## config.mk

```make
export PLATFORM = sky130hd
export DESIGN_NAME = pc_predict_unit
export DESIGN_NICKNAME = d
export VERILOG_FILES = /design/src/rtl/pc_predict_unit_pkg.sv /design/src/rtl/pc_predict_unit_bht.sv /design/src/rtl/pc_predict_unit.sv
export SDC_FILE = /design/constraint.sdc
export NUM_CORES = 1
export LEC_CHECK = 0
export ABC_AREA = 1
export CELL_PAD_IN_SITES_DETAIL_PLACEMENT = 0
export CELL_PAD_IN_SITES_GLOBAL_PLACEMENT = 1
export CORE_ASPECT_RATIO = 1.4
export CORE_MARGIN = 3
export CORE_UTILIZATION = 47
export DETAILED_ROUTE_END_ITERATION = 12
export PLACE_DENSITY_LB_ADDON = 0.1
export SLEW_MARGIN = 25
export SYNTH_ARGS = -nofsm -noshare
export SYNTH_HDL_FRONTEND = slang
export SYNTH_SLANG_ARGS = --single-unit
```

## constraint.sdc

```tcl
create_clock -name clk -period 6.3 [get_ports clk]
set_clock_uncertainty 0.1 [all_clocks]
set_input_delay 1.26 -clock clk [delete_from_list [all_inputs] [get_ports clk]]
set_output_delay 1.26 -clock clk [all_outputs]
set_load 0.1 [all_outputs]
```

## src/rtl/pc_predict_unit_pkg.sv

```systemverilog
// Shared definitions for the fetch-stage next-PC predictor: address width,
// RISC-V control-flow opcodes, link-register test and immediate extraction.
package pc_predict_unit_pkg;

  localparam int ADDR_W = 32;

  localparam logic [6:0] B_TYPE = 7'b1100011;
  localparam logic [6:0] JAL    = 7'b1101111;
  localparam logic [6:0] JALR   = 7'b1100111;

  // Link registers recognised by the return-address stack.
  localparam logic [4:0] REG_RA = 5'd1;
  localparam logic [4:0] REG_T0 = 5'd5;

  // Coarse classification of the fetched instruction, exposed for debug.
  typedef enum logic [1:0] {
    CF_OTHER  = 2'd0,
    CF_BRANCH = 2'd1,
    CF_JAL    = 2'd2,
    CF_JALR   = 2'd3
  } cf_kind_e;

  function automatic cf_kind_e classify(input logic [6:0] opcode);
    cf_kind_e kind;
    case (opcode)
      B_TYPE:  kind = CF_BRANCH;
      JAL:     kind = CF_JAL;
      JALR:    kind = CF_JALR;
      default: kind = CF_OTHER;
    endcase
    return kind;
  endfunction

  function automatic logic is_link(input logic [4:0] r);
    return (r == REG_RA) || (r == REG_T0);
  endfunction

  // B-type offset, sign-extended, bit 0 always zero.
  function automatic logic [ADDR_W-1:0] imm_b(input logic [31:0] inst);
    return {{19{inst[31]}}, inst[31], inst[7], inst[30:25], inst[11:8], 1'b0};
  endfunction

  // J-type offset, sign-extended, bit 0 always zero.
  function automatic logic [ADDR_W-1:0] imm_j(input logic [31:0] inst);
    return {{11{inst[31]}}, inst[31], inst[19:12], inst[20], inst[30:21], 1'b0};
  endfunction

  // I-type offset, sign-extended.
  function automatic logic [ADDR_W-1:0] imm_i(input logic [31:0] inst);
    return {{20{inst[31]}}, inst[31:20]};
  endfunction

endpackage

```

## src/rtl/pc_predict_unit_bht.sv

```systemverilog
// Branch history table: one saturating counter per entry, combinational
// read port for the fetch lookup, one saturating update port for training.
// A read and a write to the same entry in one cycle returns the old value.
module pc_bht #(
  parameter int IDX_W = 8,
  parameter int CNT_W = 2
) (
  input  logic             clk,
  input  logic             rst,
  input  logic [IDX_W-1:0] rd_idx,
  output logic             rd_taken,
  output logic [CNT_W-1:0] rd_cnt,
  input  logic             wr_en,
  input  logic [IDX_W-1:0] wr_idx,
  input  logic             wr_taken
);

  localparam int ENTRIES = 1 << IDX_W;
  localparam logic [CNT_W-1:0] CNT_INIT = {1'b1, {(CNT_W-1){1'b0}}};
  localparam logic [CNT_W-1:0] CNT_MAX  = {CNT_W{1'b1}};
  localparam logic [CNT_W-1:0] CNT_ZERO = {CNT_W{1'b0}};
  localparam logic [CNT_W-1:0] CNT_ONE  = {{(CNT_W-1){1'b0}}, 1'b1};

  logic [CNT_W-1:0] cnt_q [ENTRIES];
  logic [CNT_W-1:0] wr_cur;
  logic [CNT_W-1:0] wr_next;

  assign rd_cnt   = cnt_q[rd_idx];
  assign rd_taken = rd_cnt[CNT_W-1];

  // Saturating increment/decrement of the trained entry.
  always_comb begin
    wr_cur  = cnt_q[wr_idx];
    wr_next = wr_cur;
    if (wr_taken) begin
      if (wr_cur != CNT_MAX) wr_next = wr_cur + CNT_ONE;
    end else begin
      if (wr_cur != CNT_ZERO) wr_next = wr_cur - CNT_ONE;
    end
  end

  // Counter array: every entry starts weakly taken.
  always_ff @(posedge clk) begin
    if (rst) begin
      for (int i = 0; i < ENTRIES; i++) cnt_q[i] <= CNT_INIT;
    end else if (wr_en) begin
      cnt_q[wr_idx] <= wr_next;
    end
  end

endmodule

```

## src/rtl/pc_predict_unit.sv

```systemverilog
// Fetch-stage next-PC generator. Predicts conditional branches with a BHT,
// follows JAL directly and predicts returns through a circular RAS.
// ROB mispredicts redirect the PC and flush the RAS.
//
// Handshake: there is no backpressure anywhere. fetch_valid and rob_valid
// are single-cycle qualifiers sampled on every rising clk edge; pc_valid is
// a one-cycle pulse meaning out_pc was produced on the preceding edge.
// A fetch is accepted only when rdy & fetch_valid and no redirect occurs.
module pc_predict_unit
  import pc_predict_unit_pkg::*;
#(
  parameter logic [31:0] RESET_PC  = 32'h0,
  parameter int          IDX_W     = 8,
  parameter int          CNT_W     = 2,
  parameter int          RAS_DEPTH = 4
) (
  input  logic              clk,
  input  logic              rst,
  input  logic              rdy,
  output logic [ADDR_W-1:0] out_pc,
  output logic              pc_valid,
  output logic              pred_taken,
  input  logic              fetch_valid,
  input  logic [31:0]       fetch_inst,
  input  logic              rob_valid,
  input  logic              rob_is_branch,
  input  logic [ADDR_W-1:0] rob_pc,
  input  logic              rob_taken,
  input  logic              rob_mispredict,
  input  logic [ADDR_W-1:0] rob_target
);

  localparam int SP_W      = (RAS_DEPTH > 1) ? $clog2(RAS_DEPTH) : 1;
  localparam int RAS_CNT_W = $clog2(RAS_DEPTH + 1);
  localparam logic [RAS_CNT_W-1:0] RAS_FULL = RAS_CNT_W'(RAS_DEPTH);
  localparam logic [RAS_CNT_W-1:0] RAS_ONE  = RAS_CNT_W'(1);
  localparam logic [SP_W-1:0]      SP_ONE   = SP_W'(1);

  // Return-address stack: sp points at the next free slot, wraps naturally.
  logic [ADDR_W-1:0]    ras_q [RAS_DEPTH];
  logic [SP_W-1:0]      ras_sp_q;
  logic [RAS_CNT_W-1:0] ras_cnt_q;
  logic [ADDR_W-1:0]    ras_top;

  // Decode of the fetched instruction.
  logic [6:0]  opcode;
  logic [4:0]  inst_rd;
  logic [4:0]  inst_rs1;
  cf_kind_e    cf_kind;
  logic        is_return;
  logic [ADDR_W-1:0] pc_plus4;

  // Control for this cycle.
  logic        redirect;
  logic        fetch_go;
  logic [ADDR_W-1:0] fetch_next_pc;
  logic        fetch_taken;
  logic        ras_push;
  logic        ras_pop;

  // BHT interface.
  logic              bht_taken;
  logic [CNT_W-1:0]  bht_cnt;
  logic              bht_wr_en;

  logic unused_bits;

  assign opcode   = fetch_inst[6:0];
  assign inst_rd  = fetch_inst[11:7];
  assign inst_rs1 = fetch_inst[19:15];
  assign cf_kind  = classify(opcode);
  assign pc_plus4 = out_pc + 32'd4;
  assign ras_top  = ras_q[ras_sp_q - SP_ONE];

  // A return reads a link register with zero offset and either discards the
  // link (rd=x0) or relinks into the other link register (push+pop).
  assign is_return = is_link(inst_rs1) && (imm_i(fetch_inst) == '0) &&
                     ((inst_rd == 5'd0) || (is_link(inst_rd) && (inst_rd != inst_rs1)));

  assign redirect = rob_valid & rob_mispredict;
  assign fetch_go = rdy & fetch_valid & ~redirect;

  assign bht_wr_en = rob_valid & rob_is_branch;

  assign unused_bits = ^{rob_pc[ADDR_W-1:IDX_W+2], rob_pc[1:0], bht_cnt[CNT_W-2:0]};

  pc_bht #(
    .IDX_W (IDX_W),
    .CNT_W (CNT_W)
  ) u_bht (
    .clk      (clk),
    .rst      (rst),
    .rd_idx   (out_pc[IDX_W+1:2]),
    .rd_taken (bht_taken),
    .rd_cnt   (bht_cnt),
    .wr_en    (bht_wr_en),
    .wr_idx   (rob_pc[IDX_W+1:2]),
    .wr_taken (rob_taken)
  );

  // Next-PC selection and RAS intent for the fetched instruction.
  always_comb begin
    fetch_next_pc = pc_plus4;
    fetch_taken   = 1'b0;
    ras_push      = 1'b0;
    ras_pop       = 1'b0;
    case (cf_kind)
      CF_BRANCH: begin
        if (bht_taken) begin
          fetch_next_pc = out_pc + imm_b(fetch_inst);
          fetch_taken   = 1'b1;
        end
      end
      CF_JAL: begin
        fetch_next_pc = out_pc + imm_j(fetch_inst);
        fetch_taken   = 1'b1;
        ras_push      = is_link(inst_rd);
      end
      CF_JALR: begin
        ras_push = is_link(inst_rd);
        if (is_return && (ras_cnt_q != '0)) begin
          ras_pop       = 1'b1;
          fetch_next_pc = ras_top;
          fetch_taken   = 1'b1;
        end
      end
      default: begin
      end
    endcase
  end

  // PC register: redirect wins over fetch; pc_valid pulses per new PC.
  always_ff @(posedge clk) begin
    if (rst) begin
      out_pc     <= RESET_PC;
      pc_valid   <= 1'b0;
      pred_taken <= 1'b0;
    end else if (redirect) begin
      out_pc     <= rob_target;
      pc_valid   <= 1'b1;
      pred_taken <= rob_taken;
    end else if (fetch_go) begin
      out_pc     <= fetch_next_pc;
      pc_valid   <= 1'b1;
      pred_taken <= fetch_taken;
    end else begin
      pc_valid   <= 1'b0;
    end
  end

  // RAS pointer and occupancy; a redirect empties the stack.
  always_ff @(posedge clk) begin
    if (rst || redirect) begin
      ras_sp_q  <= '0;
      ras_cnt_q <= '0;
    end else if (fetch_go) begin
      if (ras_pop && !ras_push) begin
        ras_sp_q  <= ras_sp_q - SP_ONE;
        ras_cnt_q <= ras_cnt_q - RAS_ONE;
      end else if (ras_push && !ras_pop) begin
        ras_sp_q <= ras_sp_q + SP_ONE;
        if (ras_cnt_q != RAS_FULL) ras_cnt_q <= ras_cnt_q + RAS_ONE;
      end
    end
  end

  // RAS storage: a push+pop replaces the popped slot with the new link,
  // a plain push overwrites the slot at sp (the oldest entry when full).
  always_ff @(posedge clk) begin
    if (!rst && !redirect && fetch_go && ras_push) begin
      if (ras_pop) ras_q[ras_sp_q - SP_ONE] <= pc_plus4;
      else         ras_q[ras_sp_q]          <= pc_plus4;
    end
  end

endmodule

```

==> summary.txt, run 1 <==
Routing
  • Vias: 36.5k
  • Iteration count of the initial detailed-routing pass: 6
  • DRC viols: 0
  • Post-DR wirelength/cell: 26.5 um
  • Initial DRC count: 3467
  • Antenna viol nets, final: 0
  • Via density: 6.13
  • Routed wire length: 158 mm

Power
  • Peak supply drop: 218 uV
  • LEAKAGE: 16.1 nW
  • P per Cell Area: 256 nW/um2
  • PnR Total Power: 11.4 mW

Layout
  • Commonest non-fill, non-tap cell in the layout: nand3_1
  • Most frequent cells in the layout: nand3_1, nand2_1, edfxtp_1
  • Synth-to-layout area growth: 11.7%
  • Layout cells sized above 1: 5.51%
  • # fillers: 7980
  • Final nets: 4962

GRT
  • Total GRT Usage: 35.2%
  • Vias in the first global route: 36.0k
  • Largest net degree at the start of global routing: 152
  • Initial antenna violation count: 2
  • Grt ovf: 0
  • First-pass GRT wire length: 230 mm

Worst setup path
  • Worst path bufs/invs: 5
  • Reg2reg setup slack: 2.00 ns
  • Crit path launch type: primary input
  • RR Endpoint: out_pc[8]
  • Crit path kind: in -> reg
  • CP max stage cell: clkdlybuf4s50_1
  • CP max stage delay: 0.60 ns
  • Worst R2R Path Depth: 17
  • CP delay by family, top: buffers and inverters
  • CP endpoint kind: flop
  • Required @ worst endpoint: 6.53 ns
  • Crit-path max FO: 116
  • Crit path arrival time: 5.11 ns
  • CP Cell Sequence: clkdlybuf4s50_1 -> nor2_2 -> buf_4 -> inv_1 -> buf_4 -> a31oi_1 -> nor3_1 -> a21oi_1 -> nor2_1 -> nand3_1 -> nand2_1 -> nand2_1 -> nor2_1 -> nand3b_1 -> buf_12 -> nand3_1

Clocking
  • Worst-Skew Late Latency: 0.65 ns
  • Clock Tree Buf Depth: 3
  • Root buffer cell: clkbuf_16
  • CTS resizes: 0
  • Clk slew on worst S/H paths: 0.06 ns
  • TritonCTS sink count: 687
  • CTS tree: yes
  • CTS hold repair buffers: 0
  • CTS Buf Count: 73
  • Postcts setup bufs: 0
  • H-tree depth: 3

Outcome
  • Status: finished, final reports clean

Floorplanning
  • Die ar.: 88700 um2
  • Core area: 84300 um2
  • Die X-Extent: 253 um
  • Die Y: 351 um
  • Num rows: 126
  • Initial core utilization: 47.4%
  • IO Count: 138

STA
  • RSZ-0062 raised after global routing: false
  • Period utilization: 77.4%
  • Setup violations, final: 0
  • Final WS setup: 1.42 ns
  • TNS Setup: 0 ns
  • Highest Clock Rate: 205 MHz
  • Fin. Hold Viols: 0
  • Crit path time final: 4.88 ns
  • Worst-margin pin slew: 1.14 ns
  • Slew HR: 24.0%
  • Max-slew violation count: 0

Synthesis
  • YS warnings: 0
  • Synth unique cells: 47
  • Post-synthesis net count: 5026
  • Post-synth EDFFs: 640
  • Synth top area cells: edfxtp_1, nand3_1, nand2_1
  • Cell taking the most area after synthesis: edfxtp_1
  • FFs w/ async S/R, synth: 0%
  • Yosys top cell area share: 48.0%
  • Register area share after synthesis: 50.4%
  • Yosys reg bits: 687
  • Synth Flop Type: edfxtp_1
  • Cells after synthesis: 4870
  • Syn Std Cell Area: 40000 um2
  • Synthesized area per cell: 8.22 um2

Placed design
  • Routability cong.: 0.999
  • DP HPWL: 103 mm
  • Setup Slack @ Placement: 0.905 ns
  • PortBufs: 113

Flow run
  • Max Cap Violations: 0

Hold path
  • Hold path depth: 2
  • Tightest Hold Check Type: reg -> reg
  • Origin of the worst min-delay path: ras_cnt_q[0]
  • WHS Endpoint: ras_cnt_q[0]
-- metrics by stage --
stage | utilization (%) | area, um2 | hold slack (ns) | instances
detailed placement | 50.1 | 42200 | 0.386 | 5819
global route | 53.0 | 44700 | 0.410 | 5954
CTS | 53.0 | 44700 | 0.394 | 5954
floorplan | - | 40000 | 0.357 | 4870
global placement | 50.1 | 42200 | 0.371 | 5819
finish | 53.0 | 44700 | 0.388 | 5956
-- state kept, by name (all words and copies together) (netlist names), named ones only --
signal / cells
ras_sp_q: 2
u_bht.cnt_q: 512
pred_taken: 1
pc_valid: 1
ras_cnt_q: 3
ras_q: 128
out_pc: 32
-- synth_stat cells (38+ instances only) --
cell type / instances
a21oi_1: 396
a22oi_1: 129
a31oi_1: 76
buf_2: 139
clkbuf_1: 196
dfxtp_1: 47
edfxtp_1: 640
ha_1: 49
inv_1: 478
nand2_1: 902
nand3_1: 901
nor2_1: 467
o21ai_0: 117
o22ai_1: 38
-- cells by family (layout without fill, tap and decap cells) --
kind of cell	Yosys count	in the layout	share of synthesized area [%]
compound gates	846	846	12.4
xor+xnor	54	54	1.18
fa+ha+maj	52	52	1.68
buf+inv	854	850	8.58
flops	687	687	50.4
other cells	0	2	0
simple gates	2377	2377	25.7
-- worst register-to-register path, cell delays in order, from the launching register on --
cell and delay (ns):
dfxtp_4 0.50, inv_2 0.71, buf_4 0.43, nand3_1 0.15, nand3_1 0.12, nand3_1 0.09
nand3_1 0.22, nand2_1 0.21, nand2_1 0.11, nand3_1 0.07, nand3_1 0.09, nand3_1 0.08
buf_4 0.19, nand2_1 0.40, nand2_1 0.10, o211ai_1 0.11, nand3_1 0.09, a21oi_1 0.39
-- worst max-delay path by stage --
stage / start / end / depth (start not counted)
2_1_floorplan: fetch_inst[21] / ras_q[1][0] / 10
3_3_place_gp: rob_pc[5] / u_bht.cnt_q[120][1] / 16
3_5_place_dp: rob_pc[5] / u_bht.cnt_q[125][1] / 16
4_1_cts: rob_pc[5] / u_bht.cnt_q[248][1] / 16
5_1_grt: fetch_inst[10] / ras_q[1][17] / 11
6_report: rob_pc[5] / u_bht.cnt_q[47][1] / 16
-- metal layers --
metal  part of all wire (%)  track usage (%)
met5                      0                0
met4                    9.6             28.7
met3                    7.8             6.06
met2                     49             60.7
met1                     34             37.9
-- layout make-up --
cell class | instances | area (um2) | area share, %
antenna | 2 | 5.00 | 0.0112
clock buffer | 91 | 1950 | 4.37
clock inverter | 44 | 495 | 1.11
inverter | 485 | 1830 | 4.10
multi-input combinational | 3329 | 16500 | 36.9
sequential | 687 | 20200 | 45.1
tap | 1088 | 1360 | 3.05
timing repair buffer | 230 | 2380 | 5.32
-- power breakdown --
| part | leakage, nW | switching (mW) | internal (mW) | total [mW] |
|---|---|---|---|---|
| clock | 1.20 | 1.91 | 2.59 | 4.49 |
| combinational | 8.74 | 1.35 | 0.455 | 1.80 |
| sequential | 6.18 | 0.0830 | 5.07 | 5.15 |
| total | 16.1 | 3.34 | 8.11 | 11.4 |
Power figures use the tool's default switching activity.
==> run 2, diff against run 1 <==
- CORE_UTILIZATION: 47 -> 43
- clock period: 6.3 -> 4.1 ns (I/O delays scaled with it)
==> summary.txt, run 2 (synthesized netlist as in run 1, its figures left out) <==
Power
  • PnR Total Power: 17.7 mW (+55%)
  • Peak supply drop: 291 uV (+33%)
  • LEAKAGE: 17.6 nW (+9.3%)
  • P per Cell Area: 374 nW/um2 (+46%)

STA
  • Final WS setup: 0.136 ns (-1.29 ns)
  • Max-slew violation count: 0 (unchanged)
  • WHS: 0.391 ns (+0.00365 ns)
  • Crit path time final: 3.96 ns
  • Highest Clock Rate: 252 MHz
  • Worst-margin pin slew: 1.06 ns (-0.0797 ns)
  • Period utilization: 96.7%
  • Setup violations, final: 0 (unchanged)
  • RSZ-0062 raised after global routing: false
  • TNS Setup: 0 ns (unchanged)
  • Fin. Hold Viols: 0 (unchanged)
  • Slew HR: 29.3% (+5.2 points)

Clocking
  • Postcts setup bufs: 0 (unchanged)
  • TritonCTS sink count: 687 (unchanged)
  • CTS hold repair buffers: 0 (unchanged)
  • Clk slew on worst S/H paths: 0.06 ns (about the same)
  • H-tree depth: 3 (unchanged)
  • CTS Buf Count: 73 (unchanged)
  • CTS tree: yes
  • Root buffer cell: clkbuf_16
  • Worst-Skew Late Latency: 0.66 ns (about the same)
  • Clock Tree Buf Depth: 3 (unchanged)

Routing
  • Post-DR wirelength/cell: 26.4 um (-0.50%)
  • Antenna viol nets, final: 0 (unchanged)
  • Routed wire length: 167 mm (+5.8%)
  • Initial DRC count: 3441 (-0.75%)
  • Vias: 37.8k (+3.4%)
  • Iteration count of the initial detailed-routing pass: 7 (+1)
  • DRC viols: 0 (unchanged)
  • Via density: 5.96 (-2.8%)

Placed design
  • Setup Slack @ Placement: -0.487 ns (-1.39 ns)
  • PortBufs: 113 (unchanged)
  • Placed cell count: 6194 (+6.4%)
  • Routability cong.: 0.993 (-0.60%)
  • DP HPWL: 117 mm (+14%)
  • Placed Area: 45100 um2 (+6.9%)

Floorplanning
  • IO Count: 138 (unchanged)
  • Num rows: 131 (+4.0%)
  • Die ar.: 96800 um2 (+9.1%)
  • Initial core utilization: 43.7% (-3.8 points)
  • Die Y: 367 um (+4.5%)
  • Core area: 91600 um2 (+8.6%)
  • Die X-Extent: 264 um (+4.4%)

Layout
  • Max FFs per register: 512 (unchanged)
  • Final nets: 5228 (+5.4%)
  • Final Core Density: 51.8% (-1.2 points)
  • Commonest non-fill, non-tap cell in the layout: nand3_1
  • Largest regs: u_bht.cnt_q: 512 flops, ras_q: 128 flops, out_pc: 32 flops
  • Most frequent cells in the layout: nand3_1, nand2_1, edfxtp_1
  • Finished Layout Cells: 6332 (+6.3%)
  • Fin area: 47400 um2 (+6.1%)
  • Largest register by flop count: u_bht.cnt_q
  • Synth-to-layout area growth: 18.5%
  • Layout cells sized above 1: 10.2% (+4.7 points)

GRT
  • Grt ovf: 0 (unchanged)
  • Largest net degree at the start of global routing: 113 (-26%)
  • Vias in the first global route: 37.0k (+3.0%)
  • Initial antenna violation count: 1 (-1)
  • Total GRT Usage: 33.7% (-1.5 points)
  • First-pass GRT wire length: 241 mm (+4.7%)

Worst setup path
  • Crit-path max FO: 24 (-79%)
  • Crit path launch type: flop
  • Required @ worst endpoint: 4.55 ns (-1.98 ns)
  • Crit path arrival time: 4.41 ns (-0.70 ns)
  • Crit path kind: reg -> reg
  • CP endpoint kind: flop

Hold path
  • Tightest Hold Check Type: reg -> reg

Flow run
  • Max Cap Violations: 0 (unchanged)

Outcome
  • Status: finished, final reports clean
==> run 2: timing repair <==
action                                  4_1_cts  5_1_grt
gates resized for setup                       0        1
hold endpoints to repair                      0        0
endpoints found under the setup margin        0        1
==> run 2: layout make-up <==
class | count | area [um2]
Fill cell | 8733 | 44200
Antenna cell | 2 | 5.00
Inverter | 485 | 1830
Clock buffer | 90 | 1930
Timing Repair Buffer | 496 | 5150
Clock inverter | 46 | 347
Multi-Input combinational cell | 3329 | 16500
Tap cell | 1197 | 1500
Sequential cell | 687 | 20200
==> run 2: worst max-delay path: stages, from the launching register on <==
cell      delay (ns)
dfxtp_4         0.45
inv_4           0.33
buf_4           0.42
nand2_1         0.09
nand3_1         0.09
nand3_1         0.09
nand3_1         0.16
nand3_1         0.20
nand2_1         0.20
nand2_1         0.08
nand3_1         0.07
nand3_1         0.08
nand2_1         0.25
nand2_1         0.21
clkinv_1        0.27
nand3_1         0.30
nand4_1         0.15
a21oi_1         0.07
nor2_1          0.20
==> run 2: power by group <==
part           leakage [nW]  total (mW)  switching (mW)  internal [mW]
Sequential             6.18        7.89           0.106           7.78
Combinational          10.3        3.36            2.26           1.10
Clock                  1.10        6.48            2.91           3.57
Total                  17.6        17.7            5.28           12.5
==> run 2: metal layers <==
metal  vias up  global-route usage (%)  wire length [um]
met5         -                       0                 0
met4         0                    25.6             14800
met3       501                    4.37             11300
met2      1717                    59.5             84200
met1     18300                    36.5             56800
li1      17300                       -                 -
==> run 2: worst paths after layout <==
| path | startpoint | to | slack (ns) | cells after the start |
|---|---|---|---|---|
| setup / recovery | flop | flop | 0.14 | 18 |
| hold / removal | ras_cnt_q[0] | ras_cnt_q[0] | 0.39 | 2 |
| setup reg to reg | flop | flop | 0.14 | 18 |
| hold reg to reg | ras_cnt_q[0] | ras_cnt_q[0] | 0.39 | 2 |
